**config.mk**
```make
export PLATFORM = sky130hd
export DESIGN_NAME = elastic_pipe_chain
export DESIGN_NICKNAME = d
export VERILOG_FILES = /design/src/rtl/elastic_pipe_chain.sv
export SDC_FILE = /design/constraint.sdc
export NUM_CORES = 1
export LEC_CHECK = 0
export BUFFER_PORTS_ARGS = -buffer_cell sky130_fd_sc_hd__buf_2
export CAP_MARGIN = 20
export CORE_UTILIZATION = 55
export CTS_CLUSTER_DIAMETER = 30
export DETAILED_ROUTE_END_ITERATION = 8
export PLACE_DENSITY = 0.75
export SLEW_MARGIN = 20
export SYNTH_ARGS = -nofsm -noshare
export SYNTH_HDL_FRONTEND = slang
export SYNTH_SLANG_ARGS = --single-unit
```
**constraint.sdc**
```tcl
create_clock -name clk -period 4.2 [get_ports clk]
set_input_delay 0.42 -clock clk [delete_from_list [all_inputs] [get_ports clk]]
set_output_delay 0.42 -clock clk [all_outputs]
set_load 0.005 [all_outputs]
```
**src/rtl/elastic_pipe_chain.sv**
```systemverilog
// rtl/elastic_pipe_chain.sv - parametrised valid/ready register chain with flush and optional input skid
module elastic_pipe_chain #(
  parameter int WIDTH     = 64,
  parameter int STAGES    = 5,
  parameter int REG_READY = 1,
  parameter int OCC_W     = $clog2(STAGES + 2)
) (
  input  logic              clk,
  input  logic              rst,
  input  logic              in_valid,
  output logic              in_ready,
  input  logic [WIDTH-1:0]  in_data,
  input  logic [STAGES-1:0] flush,
  input  logic              flush_all,
  output logic              out_valid,
  input  logic              out_ready,
  output logic [WIDTH-1:0]  out_data,
  output logic [STAGES-1:0] stage_valid,
  output logic [OCC_W-1:0]  occupancy
);

  logic [STAGES-1:0] valid_q, valid_d;
  logic [WIDTH-1:0]  data_q [STAGES];
  logic [WIDTH-1:0]  data_d [STAGES];
  logic              skid_valid_q, skid_valid_d;
  logic [WIDTH-1:0]  skid_data_q, skid_data_d;
  logic [OCC_W-1:0]  occ_q, occ_d;

  logic [STAGES:0]   ready;
  logic [STAGES-1:0] adv;
  logic [STAGES-1:0] fill;
  logic              accept;
  logic              src_valid;
  logic [WIDTH-1:0]  src_data;
  logic              out_xfer;
  logic [OCC_W-1:0]  flush_cnt;

  // A slot can take a new entry if it is empty, its occupant is being killed, or it moves on.
  always_comb begin
    ready = '0;
    ready[STAGES] = out_ready;
    for (int k = STAGES - 1; k >= 0; k--) begin
      ready[k] = !valid_q[k] | flush[k] | (ready[k+1] & !flush[k]);
    end
  end

  always_comb begin
    in_ready     = 1'b0;
    accept       = 1'b0;
    src_valid    = 1'b0;
    src_data     = in_data;
    skid_valid_d = skid_valid_q;
    skid_data_d  = skid_data_q;
    if (REG_READY != 0) begin
      in_ready  = rst & !flush_all & !skid_valid_q;
      accept    = in_valid & in_ready;
      // The parked entry always goes ahead of fresh input to keep FIFO order.
      src_valid = skid_valid_q | accept;
      src_data  = skid_valid_q ? skid_data_q : in_data;
      if (skid_valid_q && ready[0]) begin
        skid_valid_d = 1'b0;
      end else if (accept && !ready[0]) begin
        skid_valid_d = 1'b1;
        skid_data_d  = in_data;
      end
    end else begin
      in_ready  = rst & !flush_all & ready[0];
      accept    = in_valid & in_ready;
      src_valid = accept;
    end
    if (flush_all) begin
      skid_valid_d = 1'b0;
    end
  end

  always_comb begin
    adv  = '0;
    fill = '0;
    for (int k = 0; k < STAGES; k++) begin
      adv[k] = valid_q[k] & !flush[k] & ready[k+1] & !flush_all;
    end
    fill[0] = src_valid & ready[0] & !flush_all;
    for (int k = 1; k < STAGES; k++) begin
      fill[k] = adv[k-1];
    end

    valid_d = valid_q;
    data_d  = data_q;
    if (fill[0]) begin
      data_d[0] = src_data;
    end
    for (int k = 1; k < STAGES; k++) begin
      if (fill[k]) begin
        data_d[k] = data_q[k-1];
      end
    end
    // An arrival wins over a flush of the same slot: flush only targets the current occupant.
    for (int k = 0; k < STAGES; k++) begin
      if (fill[k]) begin
        valid_d[k] = 1'b1;
      end else if (flush[k] || adv[k]) begin
        valid_d[k] = 1'b0;
      end
    end
    if (flush_all) begin
      valid_d = '0;
    end
  end

  assign out_valid   = rst & valid_q[STAGES-1] & !flush[STAGES-1] & !flush_all;
  assign out_xfer    = out_valid & out_ready;
  assign out_data    = data_q[STAGES-1];
  assign stage_valid = valid_q;
  assign occupancy   = occ_q;

  always_comb begin
    flush_cnt = '0;
    for (int k = 0; k < STAGES; k++) begin
      flush_cnt = flush_cnt + OCC_W'(valid_q[k] & flush[k]);
    end
    if (flush_all) begin
      occ_d = '0;
    end else begin
      occ_d = occ_q + OCC_W'(accept) - OCC_W'(out_xfer) - flush_cnt;
    end
  end

  always_ff @(posedge clk) begin
    if (!rst) begin
      valid_q      <= '0;
      skid_valid_q <= 1'b0;
      skid_data_q  <= '0;
      occ_q        <= '0;
      for (int k = 0; k < STAGES; k++) begin
        data_q[k] <= '0;
      end
    end else begin
      valid_q      <= valid_d;
      skid_valid_q <= skid_valid_d;
      skid_data_q  <= skid_data_d;
      occ_q        <= occ_d;
      data_q       <= data_d;
    end
  end

endmodule

```
==> results.sh, run 1 <==
export IMPL_hold_viol=0
export IMPL_synth_top_cell_area_share=0.499
export IMPL_drive_gt1_frac=0.207
export IMPL_synthesis_area_um2=15800
export IMPL_ioPinCount=148
export IMPL_drtIter0Drc=1041
export IMPL_synth_area_leaders="dfxtp_1 (50%), nand2_1 (13%), a21oi_1 (8.3%)"
export IMPL_drt_total_wl_um=34400
export IMPL_whs_ps=128
export IMPL_dp_hpwl_um=21000
export IMPL_yosysSeqAreaShare=0.499
export IMPL_grt_max_degree=142
export IMPL_chipHeight_um=171
export IMPL_cts_resized=0
export IMPL_synth_top_cell_by_area="dfxtp_1"
export IMPL_vias_per_cell=5.32
export IMPL_p_per_area_nw_per_um2=518
export IMPL_synth_most_common_cell="nand2_1"
export IMPL_drtPass1Iterations=7
export IMPL_required_ps=4620
export IMPL_clock_sinks=393
export IMPL_start_util=0.563
export IMPL_outcome="finished, final reports clean"
export IMPL_finalSetupViolations=0
export IMPL_core_um2=28000
export IMPL_worst_pin_slew_ps=1110
export IMPL_report_final_slew_viol_count=0
export IMPL_fin_nets=1923
export IMPL_hp_class="in2reg"
export IMPL_peakVddDrop_mv=0.315
export IMPL_start_kind="primary input"
export IMPL_avgSynthCellArea_um2=8.63
export IMPL_ctsLongestPathBuffers=3
export IMPL_clk_pin_slew_ps=50
export IMPL_ant_nets=0
export IMPL_fin_ws_ps=1200
export IMPL_slew_headroom=0.263
export IMPL_critPathCaptureType="flop"
export IMPL_cts_hold_buf=0
export IMPL_netlist_instances=1826
export IMPL_fin_crit_sh=0.714
export IMPL_crit_arrival_ps=3420
export IMPL_swShare=0.212
export IMPL_drc_errors=0
export IMPL_synth_common_cells="nand2_1 (566), dfxtp_1 (393), a21oi_1 (262)"
export IMPL_avgRoutedWirePerCell_um=15.1
export IMPL_grt_pass1_wl_um=56600
export IMPL_fin_setup_tns_ps=0
export IMPL_cts_post_setup_buffers_inserted=0
export IMPL_grt_pass1_vias=11096
export IMPL_p_comb_frac=0.026
export IMPL_n_fill_cell=2326
export IMPL_place_worst_setup_slack_ps=688
export IMPL_maxCapViolations=0
export IMPL_die_area_um2=29300
export IMPL_track_usage=0.236
export IMPL_crit_path_max_fanout=13
export IMPL_rsz0062_at_grt="no"
export IMPL_clk_latency_ps=550
export IMPL_finalCriticalPeriod_ps=3000
export IMPL_ys_seq_elements=393
export IMPL_yosysUniqueCellTypes=45
export IMPL_gp_congestion=0.829
export IMPL_switchingPower_mw=2.00
export IMPL_p_leak_nw=6.18
export IMPL_cts_htree_levels=3
export IMPL_cts_tree="yes"
export IMPL_fmax_ghz=0.334
export IMPL_num_rows=61
export IMPL_route_vias_total=12092
export IMPL_syn_nets=1908
export IMPL_ys_warnings_count=0
export IMPL_cts_made_buffers=69
export IMPL_fin_worst_skew_ps=23.8
export IMPL_fp_dieW_um=171
export IMPL_antenna_found_initial=2
export IMPL_clkPwrFrac=0.572
export IMPL_p_seq_frac=0.402
export IMPL_synth_ff_type="dfxtp_1"
export IMPL_grt_overflow_total=0
export IMPL_synth_edf_count=0
export IMPL_cts_root_buffer="clkbuf_16"
export IMPL_syn_to_final_growth_pct=15.4
export IMPL_path_class="in2reg"
export IMPL_power_internal_mw=7.43
export IMPL_io_buffers=147
export IMPL_synth_async_reset_ratio=0
==> path summary, 6_finish.rpt <==
check                                    from                           end  slack (ps)  depth (start not counted)
setup / recovery                    flush_all       occupancy[2]$_SDFF_PP0_        1200                         12
hold / removal                    in_data[56]  skid_data_q[56]$_SDFFE_PN0P_         130                          3
hold reg to reg      data_q[196]$_SDFFE_PN0P_      data_q[132]$_SDFFE_PN0P_         440                          2
setup reg to reg  stage_valid[4]$_SDFFE_PP0P_       occupancy[2]$_SDFF_PP0_        1280                         10
==> through the flow <==
| stage | cells | instance area (µm²) | utilization | power, mW |
|---|---|---|---|---|
| after floorplan | 1826 | 15800 | - | 4.02 |
| after global placement | 2148 | 15900 | 0.567 | 4.10 |
| after detailed placement | 2148 | 15900 | 0.567 | 4.11 |
| after CTS | 2272 | 18200 | 0.649 | 9.50 |
| after global routing | 2272 | 18200 | 0.649 | 9.71 |
| final | 2273 | 18200 | 0.649 | 9.43 |
==> registers in the layout, summed over array words and instances, names as in the netlist <==
register	flops
data_q	256
occupancy	3
out_data	64
skid_data_q	64
skid_valid_q	1
stage_valid	5
==> final cells by class <==
| class | instances | area, µm² | area share |
|---|---|---|---|
| antenna | 1 | 2.50 | 0.000138 |
| sequential | 393 | 7870 | 0.433 |
| clock buffer | 94 | 1960 | 0.108 |
| multi-input combinational | 1208 | 6610 | 0.363 |
| inverter | 6 | 30.0 | 0.00165 |
| clock inverter | 30 | 332 | 0.0182 |
| timing repair buffer | 163 | 908 | 0.0499 |
| tap | 378 | 473 | 0.0260 |
==> power groups by stage <==
stage	Clock [mW]	Sequential (mW)	Combinational, mW
2_1_floorplan	0	3.86	0.165
3_3_place_gp	0	3.86	0.241
3_5_place_dp	0	3.86	0.246
4_1_cts	5.46	3.79	0.246
5_1_grt	5.64	3.79	0.272
6_report	5.39	3.79	0.248
==> cell usage in the layout (no fill, tap or decap), drive strengths merged, types with 2 or more instances in the layout <==
master and count:
nand3 65, ha 4, mux2i 64, a311oi 64, inv 10, xnor2 2
a211o 2, clkinvlp 9, and4bb 4, nand2b 4, buf 163, o21ai 65
a211oi 3, clkinv 12, nor3b 2, clkbuf 94, a21oi 322, dfxtp 393
nand2 576, bufinv 5, and2 9, fa 4, nor2 8
==> worst max-delay path, stage by stage <==
cell and delay, ps:
buf_2 320, nand2b_1 280, nor3b_1 100, and2_1 180, fa_1 500, inv_1 50, ha_1 210, fa_1 510
fa_1 470, xnor2_1 190, xnor2_1 130, nor2_1 50
==> metal layers <==
metal / wire length (µm) / global-route usage
met5: 0 / 0
met4: 541 / 0.0745
met3: 2140 / 0.0405
met2: 13400 / 0.309
met1: 18300 / 0.380
==> cell families after synthesis <==
family                     share of synthesized area
adders and majority gates                    0.00825
muxes                                         0.0406
xor gates and xnor gates                     0.00167
AOI/OAI and AO/OA                              0.189
and+or+nand+nor                                0.176
DFF                                            0.499
buffers and inverters                         0.0855
No activity file was read; power rests on OpenSTA's default activity.
==> inputs of run 2 (changes only) <==
==> constraint.sdc (replaced) <==
create_clock -name clk -period 3 [get_ports clk]
set_input_delay 0.3 -clock clk [delete_from_list [all_inputs] [get_ports clk]]
set_output_delay 0.3 -clock clk [all_outputs]
set_load 0.005 [all_outputs]
==> run 2 against run 1 <==
First-iteration DRC count up 19%; count of clock-buffer cells in the layout shrank 9; clock power rose by 57%; sequential cell count did not move; die area is the same; power increased by 50%; largest cell class unchanged; highest routed layer unchanged.
==> results.sh, run 2 (synthesized netlist as in run 1, its figures left out) <==
export IMPL_hold_viol=0
export IMPL_report_final_slew_viol_count=0
export IMPL_largest_reg_flops=256
export IMPL_drtIter0Drc=1238
export IMPL_clock_sinks=393
export IMPL_required_ps=3440
export IMPL_final_util=0.682
export IMPL_fin_crit_sh=0.942
export IMPL_start_kind="flop"
export IMPL_peakVddDrop_mv=0.406
export IMPL_antenna_found_initial=0
export IMPL_finalCriticalPeriod_ps=2830
export IMPL_rsz0062_at_grt="no"
export IMPL_clk_latency_ps=570
export IMPL_syn_to_final_growth_pct=21.2
export IMPL_route_vias_total=12643
export IMPL_fin_setup_tns_ps=0
export IMPL_dp_hpwl_um=21600
export IMPL_drive_gt1_frac=0.215
export IMPL_track_usage=0.249
export IMPL_avgRoutedWirePerCell_um=15.4
export IMPL_ioPinCount=148
export IMPL_fp_dieW_um=171
export IMPL_finalInstanceArea_um2=19100
export IMPL_fin_nets=1982
export IMPL_vias_per_cell=5.41
export IMPL_cts_post_setup_buffers_inserted=0
export IMPL_cts_resized=0
export IMPL_fmax_ghz=0.354
export IMPL_reg2reg_slack_ps=170
export IMPL_drt_total_wl_um=36000
export IMPL_critPathCaptureType="flop"
export IMPL_grt_max_degree=131
export IMPL_path_class="reg2reg"
export IMPL_die_area_um2=29300
export IMPL_final_cell_mix="nand2_1 (566), dfxtp_1 (392), a21oi_1 (262), buf_2 (146), clkbuf_16 (72)"
export IMPL_outcome="finished, final reports clean"
export IMPL_chipHeight_um=171
export IMPL_cts_made_buffers=71
export IMPL_finalSetupViolations=0
export IMPL_antenna_cells=0
export IMPL_cts_htree_levels=3
export IMPL_cts_root_buffer="clkbuf_16"
export IMPL_largest_register="data_q"
export IMPL_hp_class="in2reg"
export IMPL_ctsLongestPathBuffers=3
export IMPL_core_um2=28000
export IMPL_worst_pin_slew_ps=882
export IMPL_drc_errors=0
export IMPL_fin_worst_skew_ps=14.2
export IMPL_num_rows=61
export IMPL_ant_nets=0
export IMPL_p_per_area_nw_per_um2=741
export IMPL_grt_pass1_vias=11530
export IMPL_grt_overflow_total=0
export IMPL_drtPass1Iterations=5
export IMPL_crit_path_max_fanout=4
export IMPL_clk_pin_slew_ps=50
export IMPL_cts_tree="yes"
export IMPL_slew_headroom=0.412
export IMPL_start_util=0.563
export IMPL_n_fill_cell=2162
export IMPL_gp_congestion=0.847
export IMPL_crit_arrival_ps=3270
export IMPL_grt_pass1_wl_um=59100
export IMPL_p_leak_nw=6.60
export IMPL_maxCapViolations=0
export IMPL_placedInstanceArea_um2=16000
export IMPL_final_common_cell="nand2_1"
export IMPL_io_buffers=147
-- run 2: changes by cell type in the layout (fill, tap and decap cells not counted), moves of 3 or more --
cell           delta
bufinv_16         +5
dlygate4sd3_1    +47
buf_12            +5
clkbuf_1         -10
buf_4             +4
inv_6             +3
clkinv_4          +3
-- run 2: final cells by class --
type	instances	area [µm²]	area share
flip-flops and latches	393	7870	0.412
well taps	378	473	0.0248
clock inverters	45	643	0.0337
repair buffers	220	1520	0.0796
multi-input cells	1208	6600	0.346
clock buffers	85	1960	0.103
inverters	6	30.0	0.00157
-- run 2: repair_timing --
| action | 4_1_cts | 5_1_grt |
|---|---|---|
| hold endpoints to repair | 45 | 2 |
| hold buffers | 45 | 2 |
| endpoints found under the setup margin | 0 | 0 |
-- run 2: metal layers --
metal,vias up,track usage,routed length (µm)
li1,6270,-,-
met1,5915,0.394,18300
met2,410,0.339,15000
met3,48,0.0403,2190
met4,0,0.0761,548
met5,-,0,0
-- run 2: where the power goes --
part | leakage (nW) | switching (mW) | internal (mW)
clock network | 1.25 | 2.82 | 5.61
registers | 3.17 | 0.0335 | 5.28
logic | 2.17 | 0.244 | 0.163
-- run 2: worst paths after layout --
| check | start | endpoint | cells after the start |
|---|---|---|---|
| setup / recovery | stage_valid[4]$_SDFFE_PP0P_ | occupancy[2]$_SDFF_PP0_ | 10 |
| hold / removal | in_data[7] | skid_data_q[7]$_SDFFE_PN0P_ | 3 |
| setup reg to reg | stage_valid[4]$_SDFFE_PP0P_ | occupancy[2]$_SDFF_PP0_ | 10 |
| hold reg to reg | data_q[137]$_SDFFE_PN0P_ | data_q[73]$_SDFFE_PN0P_ | 2 |
-- run 2: metrics by stage --
stage / cells / worst slack, ps / hold WS [ps] / total power, mW
after floorplan: 1826 / 14.8 / 429 / 5.63
after global placement: 2158 / 71.0 / 437 / 5.76
after detailed placement: 2158 / 58.5 / 444 / 5.76
after CTS: 2333 / 161 / 0.149 / 14.2
after global routing: 2335 / 67.8 / 4.94 / 14.6
final: 2335 / 173 / 10.4 / 14.2
-- run 2: critical path, cell delays in order (launching register included) --
cell	delay, ps
dfxtp_1	320
nor3b_2	160
and2_1	170
fa_1	500
inv_1	40
ha_1	210
fa_1	500
fa_1	450
xnor2_1	170
xnor2_1	130
nor2_1	60
